## src/rtl/riscv_ctrl_pkg.sv

```systemverilog
// ---------------------------------------------------------------------------
// riscv_ctrl_pkg
// Shared definitions for the multi-cycle RV32I control unit:
//   - state_t     : FSM state encoding (0..10, FETCH first)
//   - OP_*        : opcodes the control unit recognises
//   - select enums: ResultSrc, ALUSrcA, ALUSrcB, ALUControl, ImmSrc, ALUOp
//   - ctrl_t      : per-state Moore control word held in the FSM register
//   - helpers     : per-state control decode, immediate-format decode,
//                   opcode legality check
// ---------------------------------------------------------------------------
package riscv_ctrl_pkg;

   typedef enum logic [3:0] {
      S_FETCH    = 4'd0,
      S_DECODE   = 4'd1,
      S_MEMADR   = 4'd2,
      S_MEMREAD  = 4'd3,
      S_MEMWB    = 4'd4,
      S_MEMWRITE = 4'd5,
      S_EXECUTER = 4'd6,
      S_EXECUTEI = 4'd7,
      S_ALUWB    = 4'd8,
      S_JAL      = 4'd9,
      S_BEQ      = 4'd10
   } state_t;

   localparam logic [6:0] OP_LW  = 7'b0000011;
   localparam logic [6:0] OP_SW  = 7'b0100011;
   localparam logic [6:0] OP_R   = 7'b0110011;
   localparam logic [6:0] OP_I   = 7'b0010011;
   localparam logic [6:0] OP_JAL = 7'b1101111;
   localparam logic [6:0] OP_BEQ = 7'b1100011;

   typedef enum logic [1:0] {
      RES_ALUOUT    = 2'b00,
      RES_DATA      = 2'b01,
      RES_ALURESULT = 2'b10
   } result_src_t;

   typedef enum logic [1:0] {
      SRCA_PC    = 2'b00,
      SRCA_OLDPC = 2'b01,
      SRCA_REGA  = 2'b10
   } alu_src_a_t;

   typedef enum logic [1:0] {
      SRCB_REGB = 2'b00,
      SRCB_IMM  = 2'b01,
      SRCB_FOUR = 2'b10
   } alu_src_b_t;

   typedef enum logic [2:0] {
      ALU_ADD = 3'b000,
      ALU_SUB = 3'b001,
      ALU_AND = 3'b010,
      ALU_OR  = 3'b011,
      ALU_SLT = 3'b101
   } alu_ctrl_t;

   typedef enum logic [1:0] {
      IMM_I = 2'b00,
      IMM_S = 2'b01,
      IMM_B = 2'b10,
      IMM_J = 2'b11
   } imm_src_t;

   typedef enum logic [1:0] {
      ALUOP_ADD   = 2'b00,
      ALUOP_SUB   = 2'b01,
      ALUOP_FUNCT = 2'b10
   } alu_op_t;

   // The *OnReady / *OnZero flags mark strobes that are qualified by a live
   // input in that state; the plain flags are unconditional for the state.
   typedef struct packed {
      logic        pcWrite;
      logic        pcWriteOnReady;
      logic        pcWriteOnZero;
      logic        irWriteOnReady;
      logic        adrSrc;
      logic        memWrite;
      logic        regWrite;
      logic        immFromOp;
      result_src_t resultSrc;
      alu_src_a_t  aluSrcA;
      alu_src_b_t  aluSrcB;
      alu_op_t     aluOp;
   } ctrl_t;

   // Moore control word for a state; anything not set stays 0.
   function automatic ctrl_t stateControls(input state_t s);
      ctrl_t c;
      c = '0;
      case (s)
         S_FETCH: begin
            c.pcWriteOnReady = 1'b1;
            c.irWriteOnReady = 1'b1;
            c.aluSrcB        = SRCB_FOUR;
            c.resultSrc      = RES_ALURESULT;
         end
         S_DECODE: begin
            c.aluSrcA   = SRCA_OLDPC;
            c.aluSrcB   = SRCB_IMM;
            c.immFromOp = 1'b1;
         end
         S_MEMADR: begin
            c.aluSrcA   = SRCA_REGA;
            c.aluSrcB   = SRCB_IMM;
            c.immFromOp = 1'b1;
         end
         S_MEMREAD:  c.adrSrc = 1'b1;
         S_MEMWB: begin
            c.resultSrc = RES_DATA;
            c.regWrite  = 1'b1;
         end
         S_MEMWRITE: begin
            c.adrSrc   = 1'b1;
            c.memWrite = 1'b1;
         end
         S_EXECUTER: begin
            c.aluSrcA = SRCA_REGA;
            c.aluOp   = ALUOP_FUNCT;
         end
         S_EXECUTEI: begin
            c.aluSrcA = SRCA_REGA;
            c.aluSrcB = SRCB_IMM;
            c.aluOp   = ALUOP_FUNCT;
         end
         S_ALUWB:    c.regWrite = 1'b1;
         S_JAL: begin
            c.aluSrcA = SRCA_OLDPC;
            c.aluSrcB = SRCB_FOUR;
            c.pcWrite = 1'b1;
         end
         S_BEQ: begin
            c.aluSrcA       = SRCA_REGA;
            c.aluOp         = ALUOP_SUB;
            c.pcWriteOnZero = 1'b1;
         end
         default: c = '0;
      endcase
      return c;
   endfunction

   // Immediate format implied by the opcode; unknown opcodes fall to I.
   function automatic imm_src_t immFromOpcode(input logic [6:0] op);
      imm_src_t imm;
      case (op)
         OP_SW:   imm = IMM_S;
         OP_BEQ:  imm = IMM_B;
         OP_JAL:  imm = IMM_J;
         default: imm = IMM_I;
      endcase
      return imm;
   endfunction

   function automatic logic isLegalOpcode(input logic [6:0] op);
      return (op == OP_LW) || (op == OP_SW) || (op == OP_R) ||
             (op == OP_I) || (op == OP_JAL) || (op == OP_BEQ);
   endfunction

endpackage

```

## src/rtl/multicycle_control_fsm_if.sv

```systemverilog
// ---------------------------------------------------------------------------
// multicycle_control_fsm_if
// Control <-> datapath bundle for the multi-cycle core.
//   i_*  : IR fields, ALU zero flag and memory-ready handshake (datapath side)
//   o_*  : every datapath mux select and write strobe (control side)
// Modports: master = control unit, slave = datapath.
// ---------------------------------------------------------------------------
interface multicycle_control_fsm_if;

   logic [6:0] i_Opcode;
   logic [2:0] i_Funct3;
   logic       i_Funct7b5;
   logic       i_Zero;
   logic       i_MemReady;

   logic       o_PCWrite;
   logic       o_AdrSrc;
   logic       o_MemWrite;
   logic       o_IRWrite;
   logic       o_RegWrite;
   logic [1:0] o_ResultSrc;
   logic [1:0] o_ALUSrcA;
   logic [1:0] o_ALUSrcB;
   logic [2:0] o_ALUControl;
   logic [1:0] o_ImmSrc;

   modport master (
      input  i_Opcode, i_Funct3, i_Funct7b5, i_Zero, i_MemReady,
      output o_PCWrite, o_AdrSrc, o_MemWrite, o_IRWrite, o_RegWrite,
             o_ResultSrc, o_ALUSrcA, o_ALUSrcB, o_ALUControl, o_ImmSrc
   );

   modport slave (
      output i_Opcode, i_Funct3, i_Funct7b5, i_Zero, i_MemReady,
      input  o_PCWrite, o_AdrSrc, o_MemWrite, o_IRWrite, o_RegWrite,
             o_ResultSrc, o_ALUSrcA, o_ALUSrcB, o_ALUControl, o_ImmSrc
   );

endinterface

```

## src/rtl/alu_decoder.sv

```systemverilog
// ---------------------------------------------------------------------------
// alu_decoder
// Combinational ALU operation select.
//   i_OpBit5     : opcode bit 5 (1 = R-type, 0 = I-type arithmetic)
//   i_Funct3     : IR[14:12]
//   i_Funct7b5   : IR[30]
//   i_ALUOp      : 00 add, 01 sub, 10 decode from funct fields
//   o_ALUControl : ALU operation
// ---------------------------------------------------------------------------
module alu_decoder
   import riscv_ctrl_pkg::*;
(
   input  logic       i_OpBit5,
   input  logic [2:0] i_Funct3,
   input  logic       i_Funct7b5,
   input  alu_op_t    i_ALUOp,
   output alu_ctrl_t  o_ALUControl
);

   // Subtract on funct3=000 only for R-type: for addi, IR[30] is an
   // immediate bit and must not turn the add into a subtract.
   always_comb begin
      o_ALUControl = ALU_ADD;
      case (i_ALUOp)
         ALUOP_SUB:   o_ALUControl = ALU_SUB;
         ALUOP_FUNCT: begin
            case (i_Funct3)
               3'b000:  o_ALUControl = (i_OpBit5 & i_Funct7b5) ? ALU_SUB : ALU_ADD;
               3'b010:  o_ALUControl = ALU_SLT;
               3'b110:  o_ALUControl = ALU_OR;
               3'b111:  o_ALUControl = ALU_AND;
               default: o_ALUControl = ALU_ADD;
            endcase
         end
         default:     o_ALUControl = ALU_ADD;
      endcase
   end

endmodule

```

## src/rtl/multicycle_control_fsm.sv

```systemverilog
// ---------------------------------------------------------------------------
// multicycle_control_fsm
// Control unit for the multi-cycle RV32I core.
//   i_Clk     : system clock, rising edge
//   i_Reset   : asynchronous, active-low reset
//   bus       : control/datapath bundle (master side)
//   o_Illegal : one-cycle pulse when DECODE sees an unsupported opcode
//   o_State   : current state encoding, for debug
//   o_Retired : retired-instruction count, wraps at 2^CNT_W
// ---------------------------------------------------------------------------
module multicycle_control_fsm
   import riscv_ctrl_pkg::*;
#(
   parameter int unsigned CNT_W = 32
)
(
   input  logic                        i_Clk,
   input  logic                        i_Reset,
   multicycle_control_fsm_if.master    bus,
   output logic                        o_Illegal,
   output logic [3:0]                  o_State,
   output logic [CNT_W-1:0]            o_Retired
);

   state_t           r_State;
   state_t           w_NextState;
   ctrl_t            r_Ctrl;
   logic [CNT_W-1:0] r_Retired;
   logic             w_Legal;
   logic             w_Retire;
   alu_ctrl_t        w_ALUControl;

   assign w_Legal = isLegalOpcode(bus.i_Opcode);

   // Next-state selection. FETCH, MEMREAD and MEMWRITE stall on the memory
   // handshake; DECODE dispatches on opcode and sends unknown opcodes
   // straight back to FETCH.
   always_comb begin
      w_NextState = r_State;
      case (r_State)
         S_FETCH:    if (bus.i_MemReady) w_NextState = S_DECODE;
         S_DECODE: begin
            case (bus.i_Opcode)
               OP_LW, OP_SW: w_NextState = S_MEMADR;
               OP_R:         w_NextState = S_EXECUTER;
               OP_I:         w_NextState = S_EXECUTEI;
               OP_JAL:       w_NextState = S_JAL;
               OP_BEQ:       w_NextState = S_BEQ;
               default:      w_NextState = S_FETCH;
            endcase
         end
         S_MEMADR:   w_NextState = (bus.i_Opcode == OP_LW) ? S_MEMREAD : S_MEMWRITE;
         S_MEMREAD:  if (bus.i_MemReady) w_NextState = S_MEMWB;
         S_MEMWB:    w_NextState = S_FETCH;
         S_MEMWRITE: if (bus.i_MemReady) w_NextState = S_FETCH;
         S_EXECUTER, S_EXECUTEI, S_JAL: w_NextState = S_ALUWB;
         S_ALUWB, S_BEQ:                w_NextState = S_FETCH;
         default:    w_NextState = S_FETCH;
      endcase
   end

   // An instruction retires on the step back into FETCH from one of its
   // completing states; the DECODE -> FETCH illegal path is excluded.
   assign w_Retire = (w_NextState == S_FETCH) &&
                     (r_State inside {S_MEMWB, S_MEMWRITE, S_ALUWB, S_BEQ});

   // State register with the Moore control word registered alongside it,
   // decoded from the state being entered so it lines up with r_State.
   // Reset abandons any instruction in flight and clears the counter.
   always_ff @(posedge i_Clk or negedge i_Reset) begin
      if (!i_Reset) begin
         r_State   <= S_FETCH;
         r_Ctrl    <= stateControls(S_FETCH);
         r_Retired <= '0;
      end else begin
         r_State <= w_NextState;
         r_Ctrl  <= stateControls(w_NextState);
         if (w_Retire) begin
            r_Retired <= r_Retired + 1'b1;
         end
      end
   end

   alu_decoder u_aluDecoder (
      .i_OpBit5     (bus.i_Opcode[5]),
      .i_Funct3     (bus.i_Funct3),
      .i_Funct7b5   (bus.i_Funct7b5),
      .i_ALUOp      (r_Ctrl.aluOp),
      .o_ALUControl (w_ALUControl)
   );

   // Strobes are qualified by i_Reset so nothing fires while reset is held,
   // even though FETCH's PCWrite/IRWrite follow i_MemReady combinationally.
   assign bus.o_PCWrite    = i_Reset & (r_Ctrl.pcWrite |
                                        (r_Ctrl.pcWriteOnReady & bus.i_MemReady) |
                                        (r_Ctrl.pcWriteOnZero  & bus.i_Zero));
   assign bus.o_IRWrite    = i_Reset & r_Ctrl.irWriteOnReady & bus.i_MemReady;
   assign bus.o_MemWrite   = i_Reset & r_Ctrl.memWrite;
   assign bus.o_RegWrite   = i_Reset & r_Ctrl.regWrite;
   assign bus.o_AdrSrc     = r_Ctrl.adrSrc;
   assign bus.o_ResultSrc  = r_Ctrl.resultSrc;
   assign bus.o_ALUSrcA    = r_Ctrl.aluSrcA;
   assign bus.o_ALUSrcB    = r_Ctrl.aluSrcB;
   assign bus.o_ALUControl = w_ALUControl;
   assign bus.o_ImmSrc     = r_Ctrl.immFromOp ? immFromOpcode(bus.i_Opcode) : IMM_I;

   assign o_Illegal = i_Reset & (r_State == S_DECODE) & ~w_Legal;
   assign o_State   = r_State;
   assign o_Retired = r_Retired;

endmodule

```

## src/flat_wrapper.sv

```systemverilog
// flat-port wrapper written by rule: the top's interface ports become plain ports
module multicycle_control_fsm_flat import riscv_ctrl_pkg::*;
#(
   parameter int unsigned CNT_W = 32
)
  (i_Clk, i_Reset, o_Illegal, o_State, o_Retired, bus_i_Opcode, bus_i_Funct3, bus_i_Funct7b5, bus_i_Zero, bus_i_MemReady, bus_o_PCWrite, bus_o_AdrSrc, bus_o_MemWrite, bus_o_IRWrite, bus_o_RegWrite, bus_o_ResultSrc, bus_o_ALUSrcA, bus_o_ALUSrcB, bus_o_ALUControl, bus_o_ImmSrc);
  multicycle_control_fsm_if bus_i ();
  input  logic i_Clk;
  input  logic i_Reset;
  output logic o_Illegal;
  output logic [3:0] o_State;
  output logic [CNT_W-1:0] o_Retired;
  input wire logic [$bits(bus_i.i_Opcode)-1:0] bus_i_Opcode;
  input wire logic [$bits(bus_i.i_Funct3)-1:0] bus_i_Funct3;
  input wire logic [$bits(bus_i.i_Funct7b5)-1:0] bus_i_Funct7b5;
  input wire logic [$bits(bus_i.i_Zero)-1:0] bus_i_Zero;
  input wire logic [$bits(bus_i.i_MemReady)-1:0] bus_i_MemReady;
  output wire logic [$bits(bus_i.o_PCWrite)-1:0] bus_o_PCWrite;
  output wire logic [$bits(bus_i.o_AdrSrc)-1:0] bus_o_AdrSrc;
  output wire logic [$bits(bus_i.o_MemWrite)-1:0] bus_o_MemWrite;
  output wire logic [$bits(bus_i.o_IRWrite)-1:0] bus_o_IRWrite;
  output wire logic [$bits(bus_i.o_RegWrite)-1:0] bus_o_RegWrite;
  output wire logic [$bits(bus_i.o_ResultSrc)-1:0] bus_o_ResultSrc;
  output wire logic [$bits(bus_i.o_ALUSrcA)-1:0] bus_o_ALUSrcA;
  output wire logic [$bits(bus_i.o_ALUSrcB)-1:0] bus_o_ALUSrcB;
  output wire logic [$bits(bus_i.o_ALUControl)-1:0] bus_o_ALUControl;
  output wire logic [$bits(bus_i.o_ImmSrc)-1:0] bus_o_ImmSrc;
  assign bus_i.i_Opcode = bus_i_Opcode;
  assign bus_i.i_Funct3 = bus_i_Funct3;
  assign bus_i.i_Funct7b5 = bus_i_Funct7b5;
  assign bus_i.i_Zero = bus_i_Zero;
  assign bus_i.i_MemReady = bus_i_MemReady;
  assign bus_o_PCWrite = bus_i.o_PCWrite;
  assign bus_o_AdrSrc = bus_i.o_AdrSrc;
  assign bus_o_MemWrite = bus_i.o_MemWrite;
  assign bus_o_IRWrite = bus_i.o_IRWrite;
  assign bus_o_RegWrite = bus_i.o_RegWrite;
  assign bus_o_ResultSrc = bus_i.o_ResultSrc;
  assign bus_o_ALUSrcA = bus_i.o_ALUSrcA;
  assign bus_o_ALUSrcB = bus_i.o_ALUSrcB;
  assign bus_o_ALUControl = bus_i.o_ALUControl;
  assign bus_o_ImmSrc = bus_i.o_ImmSrc;
  multicycle_control_fsm #(.CNT_W(CNT_W)) u_core (.i_Clk(i_Clk), .i_Reset(i_Reset), .bus(bus_i), .o_Illegal(o_Illegal), .o_State(o_State), .o_Retired(o_Retired));
endmodule
```

## config.mk

```make
export PLATFORM = sky130hd
export DESIGN_NAME = multicycle_control_fsm_flat
export DESIGN_NICKNAME = d
export VERILOG_FILES = /design/src/rtl/riscv_ctrl_pkg.sv /design/src/rtl/multicycle_control_fsm_if.sv /design/src/rtl/alu_decoder.sv /design/src/rtl/multicycle_control_fsm.sv /design/src/flat_wrapper.sv
export SDC_FILE = /design/constraint.sdc
export NUM_CORES = 1
export LEC_CHECK = 0
export CAP_MARGIN = 20
export CORE_AREA = 2 2 77 79
export CTS_CLUSTER_SIZE = 14
export DETAILED_ROUTE_END_ITERATION = 12
export DIE_AREA = 0 0 79 81
export GPL_TIMING_DRIVEN = 1
export PLACE_DENSITY = 0.78
export SLEW_MARGIN = 20
export SYNTH_ARGS = -nofsm -noshare
export SYNTH_HDL_FRONTEND = slang
export SYNTH_HIERARCHICAL = 1
export SYNTH_SLANG_ARGS = --single-unit
```

## constraint.sdc

```tcl
create_clock -name i_Clk -period 2.62 [get_ports i_Clk]
set_clock_uncertainty 0.15 [all_clocks]
set_input_delay 0.524 -clock i_Clk [delete_from_list [all_inputs] [get_ports i_Clk]]
set_output_delay 0.524 -clock i_Clk [all_outputs]
set_load 0.01 [all_outputs]
```

==> results of run 1 <==
## cell usage after synthesis, types with 3 or more instances
cell type,instances,area (um2)
and3_1,12,75.1
buf_4,7,52.6
dfrtp_1,48,1200
dfstp_2,3,78.8
ha_1,3,37.5
inv_1,13,48.8
nand2_1,16,60.1
nand2b_1,3,18.8
nand3_1,16,80.1
nand4_1,13,81.3
nor2_1,18,67.6
nor3_1,7,35.0
o21ai_1,4,20.0
xnor2_1,21,184
xor2_1,11,96.3
## layer usage
metal  wire length (um)  track usage  vias to the layer above
met2               2880        0.329                       60
met3                346       0.0511                        7
met4                 57       0.0466                        0
met5                  0            0                        -
met1               2580        0.244                     1014
li1                   -            -                     1023
## kinds of logic after synthesis
group           synth area share
fa+ha+maj                 0.0142
compound gates            0.0673
mux                      0.00427
buf+inv                   0.0555
simple gates               0.267
flops                      0.485
xor+xnor                   0.106
## cell usage in the layout, fill, tap and decap left out, types with 4 or more instances in the layout
master,synthesis,layout
clkdlybuf4s50_1,0,60
inv_1,13,13
and3_1,12,12
nor3_1,7,7
o21ai_1,4,4
xor2_1,11,11
clkbuf_8,0,5
xnor2_1,21,21
nor2_1,18,18
dlygate4sd2_1,0,5
nand4_1,13,13
nand2_1,16,16
buf_4,7,23
dfrtp_1,48,48
nand3_1,16,16
## worst max-delay path by stage
stage | start | endpoint
detailed placement | bus_i_Opcode[3] | o_Illegal
CTS | u_core/r_Ctrl[0]$_DFF_PN0_ | bus_o_ALUControl[1]
floorplan | u_core/o_State[3]$_DFF_PN0_ | u_core/o_Retired[29]$_DFFE_PN0P_
finish | bus_i_Opcode[3] | o_Illegal
global placement | bus_i_Opcode[3] | o_Illegal
global route | bus_i_Opcode[3] | o_Illegal
## final cells by class
type	count	area, um2
multi-input cells	168	1210
clock inverters	3	25.0
well taps	75	93.8
repair buffers	91	845
flip-flops and latches	51	1280
clock buffers	5	68.8
inverters	14	57.6
fillers	513	2090
## power groups by stage
stage	clock network [mW]	registers [mW]	logic, mW
2_1_floorplan	0	0.891	0.111
3_3_place_gp	0	0.882	0.270
3_5_place_dp	0	0.883	0.278
4_1_cts	0.486	0.869	0.279
5_1_grt	0.529	0.874	0.302
6_report	0.472	0.868	0.277
## sequential cells by signal (all words and copies together) (netlist names)
register                flops
u_core/bus.o_AdrSrc         1
u_core/bus.o_ALUSrcB        2
u_core/r_Ctrl               8
u_core/bus.o_ALUSrcA        2
u_core/bus.o_ResultSrc      2
u_core/o_Retired           32
u_core/o_State              4
## stage by stage
stage | setup slack (ns) | instances | total power [mW] | TNS (ns)
floorplan | 0.730 | 245 | 1.00 | 0
global placement | -0.128 | 398 | 1.15 | -0.179
detailed placement | -0.142 | 398 | 1.16 | -0.260
CTS | 0.0604 | 407 | 1.63 | 0
global route | 0.0343 | 407 | 1.71 | 0
finish | 0.107 | 407 | 1.62 | 0
## repair_timing
item,CTS,global route
hold buffers,1,0
endpoints found under the hold margin,2,0
endpoints found under the setup margin,5,1
buffers inserted,0,0
pin swaps,1,0
resized for setup,5,1
==> flow_summary.yaml, run 1 <==
run_status:
  status: "finished clean"
setup_path:
  timing.rr.start: "u_core/o_State[1]$_DFF_PN0_"
  r2r_cells: 6
  crit_slowest_cell: "clkdlybuf4s50_1"
  worstSetupEndpointType: "primary output"
  cpPeakStageDelay_ns: 0.47
  worstReg2RegEnd: "u_core/o_Retired[26]$_DFFE_PN0P_"
  crit_path_start_kind: "primary input"
  path_max_fanout: 2
  crit_type: "primary input to primary output"
  crit_cells: 7
  regToRegSetupSlack_ns: 0.55
  crit_family: "buffers and inverters"
  path_buf_inv: 3
  critPathArrivalTime_ns: 1.84
  critPathRequiredTime_ns: 1.95
  cp_cell_sequence: "clkdlybuf4s50_1, buf_4, nand2_1, nor2_1, o21ai_0, and3_1, dlygate4sd2_1"
layout:
  layout-drive-gt1-share: 0.166
  n_antenna_cell: 0
  final_area_mm2: 0.00358
  final_util: 0.631
  area_growth_pct: 35.8
  finalNetCount: 349
global_route:
  grt_max_degree: 23
  antenna_found_initial: 0
  grt_pass1_wl_um: 9690
  grt.overflow.total: 0
  grt_use_total: 0.192
  grt_pass1_vias: 2126
clocking:
  cts_tree: "built"
  clk_latency_ns: 0.31
  cts_buffer_depth: 2
  root_buffer: "clkbuf_8"
  cts_inserted_buffers: 5
  cts_num_sinks: 51
  cts.reportedPaths.clkPinSlew_ns: 0.11
  h-tree-depth: 2
placed_design:
  dp_hpwl_um: 4410
  numPortBuffers: 67
  routabilityCongestion: 0.831
  dpl_cell_area_mm2: 0.00348
timing:
  tightest_slew_ns: 0.400
  fmax_mhz: 398
  maxSlewViolCount: 0
  rsz0062_at_grt: "false"
  fin_hold_ws_ns: 0.130
  min_period_ns: 2.51
  setup_viol: 0
  finalCritPeriodShare: 0.959
  final_hold_viol_count: 0
  max_slew_margin: 0.732
pwr:
  power_leakage_nw: 1.62
  power_frac_comb: 0.171
  switchingPower_uw: 439
  clockPowerShare: 0.292
  p_sw_frac: 0.271
  internal_power_mw: 1.18
  seqPwrFrac: 0.537
  power_density_mw_per_mm2: 451
  peakVddDrop_mv: 0.342
die:
  start_util: 0.465
  fp-row-count: 28
  die_h_um: 81
  io_pins: 68
  die_area_mm2: 0.00640
  core_area_mm2: 0.00568
  die_w_um: 79
drt:
  drcViolationCount: 0
  ant_nets: 0
  wl_per_cell_um: 14.4
  firstDrtPassIters: 4
  wirelength_um: 5860
  drtIter0Drc: 84
  drt-vias-per-instance: 5.17
  vias: 2104
synth:
  syn_area_per_cell_um2: 10.8
  synth_edf_count: 0
  synth_flop_cell: "dfrtp_1"
  syn_nets: 263
  syn_area_mm2: 0.00264
  syn_inst: 245
  synth_cell_types: 55
  ys_ff_latch: 51
  postSynth.asyncResetShare: 1.00
  ys_seq_area_frac: 0.485
  ys_warn_count: 6
run:
  cap_violations: 0
worst_hold_path:
  hold_class: "primary input to async pin"
No activity file was read; power rests on OpenSTA's default activity.
==> inputs of run 2 (changes only) <==
--- a/config.mk
+++ b/config.mk
@@ -6,14 +6,13 @@
 export NUM_CORES = 1
 export LEC_CHECK = 0
 export CAP_MARGIN = 20
-export CORE_AREA = 2 2 77 79
+export CORE_AREA = 2 2 76 78
 export CTS_CLUSTER_SIZE = 14
 export DETAILED_ROUTE_END_ITERATION = 12
-export DIE_AREA = 0 0 79 81
+export DIE_AREA = 0 0 78 80
 export GPL_TIMING_DRIVEN = 1
 export PLACE_DENSITY = 0.78
 export SLEW_MARGIN = 20
 export SYNTH_ARGS = -nofsm -noshare
 export SYNTH_HDL_FRONTEND = slang
-export SYNTH_HIERARCHICAL = 1
 export SYNTH_SLANG_ARGS = --single-unit
==> run 2 against run 1 <==
Against the previous run:
- register-to-register slack got worse by 0.27 ns
- sequential share of layout area fell by 0.79 points
- maximum frequency up 2.2%
- final area is 1.9% lower
- synthesized cell count up 1.6%
==> flow_summary.yaml, run 2 <==
global_route:
  grt_pass1_wl_um: 9320
  grt_pass1_vias: 2115
  grt.overflow.total: 0
  grt_max_degree: 34
  grt_use_total: 0.186
  antenna_found_initial: 0
synth:
  synth_commonest_cells: "dfrtp_1, nor2_1, nand3_1"
  synth.most_common_cell: "dfrtp_1"
  syn_area_per_cell_um2: 10.1
  synth_cell_types: 47
  syn_nets: 267
  netlist.area_leader.share: 0.466
  synth_flop_cell: "dfrtp_1"
  ys_warn_count: 0
  syn_area_mm2: 0.00252
  postSynth.asyncResetShare: 1.00
  syn_inst: 249
  synth_edf_count: 0
  synth_area_leaders: "dfrtp_1, xnor2_1, xor2_1"
  ys_ff_latch: 49
  ys_seq_area_frac: 0.487
  synth_largest_area_cell: "dfrtp_1"
die:
  core_area_mm2: 0.00541
  io_pins: 68
  die_w_um: 78
  fp-row-count: 27
  die_area_mm2: 0.00624
  start_util: 0.467
  die_h_um: 80
setup_path:
  path_buf_inv: 2
  critPathRequiredTime_ns: 1.95
  crit_type: "primary input to primary output"
  worstSetupEndpointType: "primary output"
  crit_path_start_kind: "primary input"
  cp_cell_sequence: "clkdlybuf4s50_1, or3_1, a21oi_1, dlygate4sd2_1"
  crit_family: "buffers and inverters"
  crit_slowest_cell: "clkdlybuf4s50_1"
  cpPeakStageDelay_ns: 0.47
  critPathArrivalTime_ns: 1.78
  path_max_fanout: 4
pwr:
  power_density_mw_per_mm2: 491
  peakVddDrop_mv: 0.368
  power_leakage_nw: 1.52
  total_power_mw: 1.73
clocking:
  post_cts_buffers: 0
  root_buffer: "clkbuf_8"
  h-tree-depth: 2
  cts.reportedPaths.clkPinSlew_ns: 0.09
  cts_buffer_depth: 2
  cts_tree: "built"
  cts_inserted_buffers: 5
  clk_latency_ns: 0.30
  cts_num_sinks: 49
worst_hold_path:
  hold_class: "primary input to async pin"
placed_design:
  place_ws_ns: -0.116
  dp_hpwl_um: 3990
  dpl_cell_area_mm2: 0.00338
  dpl.cell_count: 399
  numPortBuffers: 67
  routabilityCongestion: 0.748
drt:
  drt-vias-per-instance: 4.91
  firstDrtPassIters: 4
  drtIter0Drc: 110
  ant_nets: 0
  vias: 2005
  drcViolationCount: 0
  wl_per_cell_um: 13.1
  wirelength_um: 5360
timing:
  fmax_mhz: 407
  setup_viol: 0
  finalCritPeriodShare: 0.938
  tightest_slew_ns: 0.676
  rsz0062_at_grt: "false"
  fin_hold_ws_ns: 0.0987
  maxSlewViolCount: 0
  final_hold_viol_count: 0
  setup_slack_ns: 0.162
  min_period_ns: 2.46
  max_slew_margin: 0.546
layout:
  stdcell_count: 408
  n_antenna_cell: 0
  layout-drive-gt1-share: 0.152
  finalNetCount: 353
  final_common_cell: "clkdlybuf4s50_1"
  area_growth_pct: 39.3
  final_cell_mix: "clkdlybuf4s50_1, dfrtp_1, buf_4"
  largest_register_ffs: 32
  final_area_mm2: 0.00352
run_status:
  status: "finished clean"
run:
  cap_violations: 0
run 2: cell types whose count changed in the layout (fill, tap and decap cells not counted), sizes merged, moves of 4 or more:
cell	before	now
a21oi	1	5
nor2	19	24
nor2b	3	7
and3	12	5
nand4	13	2
xor2	11	15
nand3	16	20
run 2: final timing paths:
check / startpoint / end / slack (ns) / cells after the start
hold / removal: i_Reset / u_core.bus.o_ALUSrcA[1]$_DFF_PN0_ / 0.1 / 2
setup / recovery: bus_i_Opcode[3] / bus_o_ImmSrc[0] / 0.16 / 4
setup reg to reg: u_core.o_State[3]$_DFF_PN0_ / u_core.bus.o_ALUSrcB[0]$_DFF_PN0_ / 0.28 / 7
min in group i_Clk: u_core.o_Retired[25]$_DFFE_PN0P_ / u_core.o_Retired[25]$_DFFE_PN0P_ / 0.34 / 1
hold reg to reg: u_core.o_Retired[25]$_DFFE_PN0P_ / u_core.o_Retired[25]$_DFFE_PN0P_ / 0.34 / 1
max in group asynchronous: i_Reset / u_core.r_Ctrl[10]$_DFF_PN0_ / 1.59 / 2
run 2: cell type report:
type / count / area (um2)
clock inverter: 2 / 37.5
inverter: 12 / 45.0
timing repair buffer: 93 / 860
sequential: 49 / 1230
multi-input combinational: 174 / 1170
clock buffer: 6 / 82.6
fill: 470 / 1890
tap: 72 / 90.1
run 2: metrics by stage:
stage / util / setup TNS (ns)
final: 0.650 / 0
after global routing: 0.650 / 0
after CTS: 0.650 / 0
after detailed placement: 0.626 / -0.893
after global placement: 0.626 / -0.622
after floorplan: - / 0
run 2: logic make-up (layout without fill, tap and decap cells):
family	Yosys count	after routing	share of synthesized area
AND/OR/NAND/NOR	118	118	0.272
multiplexers	3	3	0.0129
buffers and inverters	26	113	0.0530
flip-flops	49	49	0.487
AO/OA/AOI/OAI	17	17	0.0456
XOR/XNOR	33	33	0.115
adder cells (fa/ha/maj)	3	3	0.0149
run 2: report_power, final:
part	internal [mW]	switching, mW	total (mW)
clock	0.310	0.244	0.554
sequential	0.809	0.0562	0.865
combinational	0.177	0.131	0.308
run 2: what timing repair did:
| item | CTS | global route |
|---|---|---|
| gates resized for setup | 6 | 1 |
| hold buffers | 1 | 0 |
| setup endpoints to repair | 5 | 1 |
| hold endpoints to repair | 4 | 0 |
| gates cloned | 0 | 0 |
run 2: per-layer routing:
layer / share of wire / global-route usage / vias up
met5: 0 / 0 / -
met2: 0.50 / 0.318 / 40
met3: 0.030 / 0.0385 / 5
met4: 0.0086 / 0.0474 / 0
li1: - / - / 1009
met1: 0.46 / 0.241 / 951
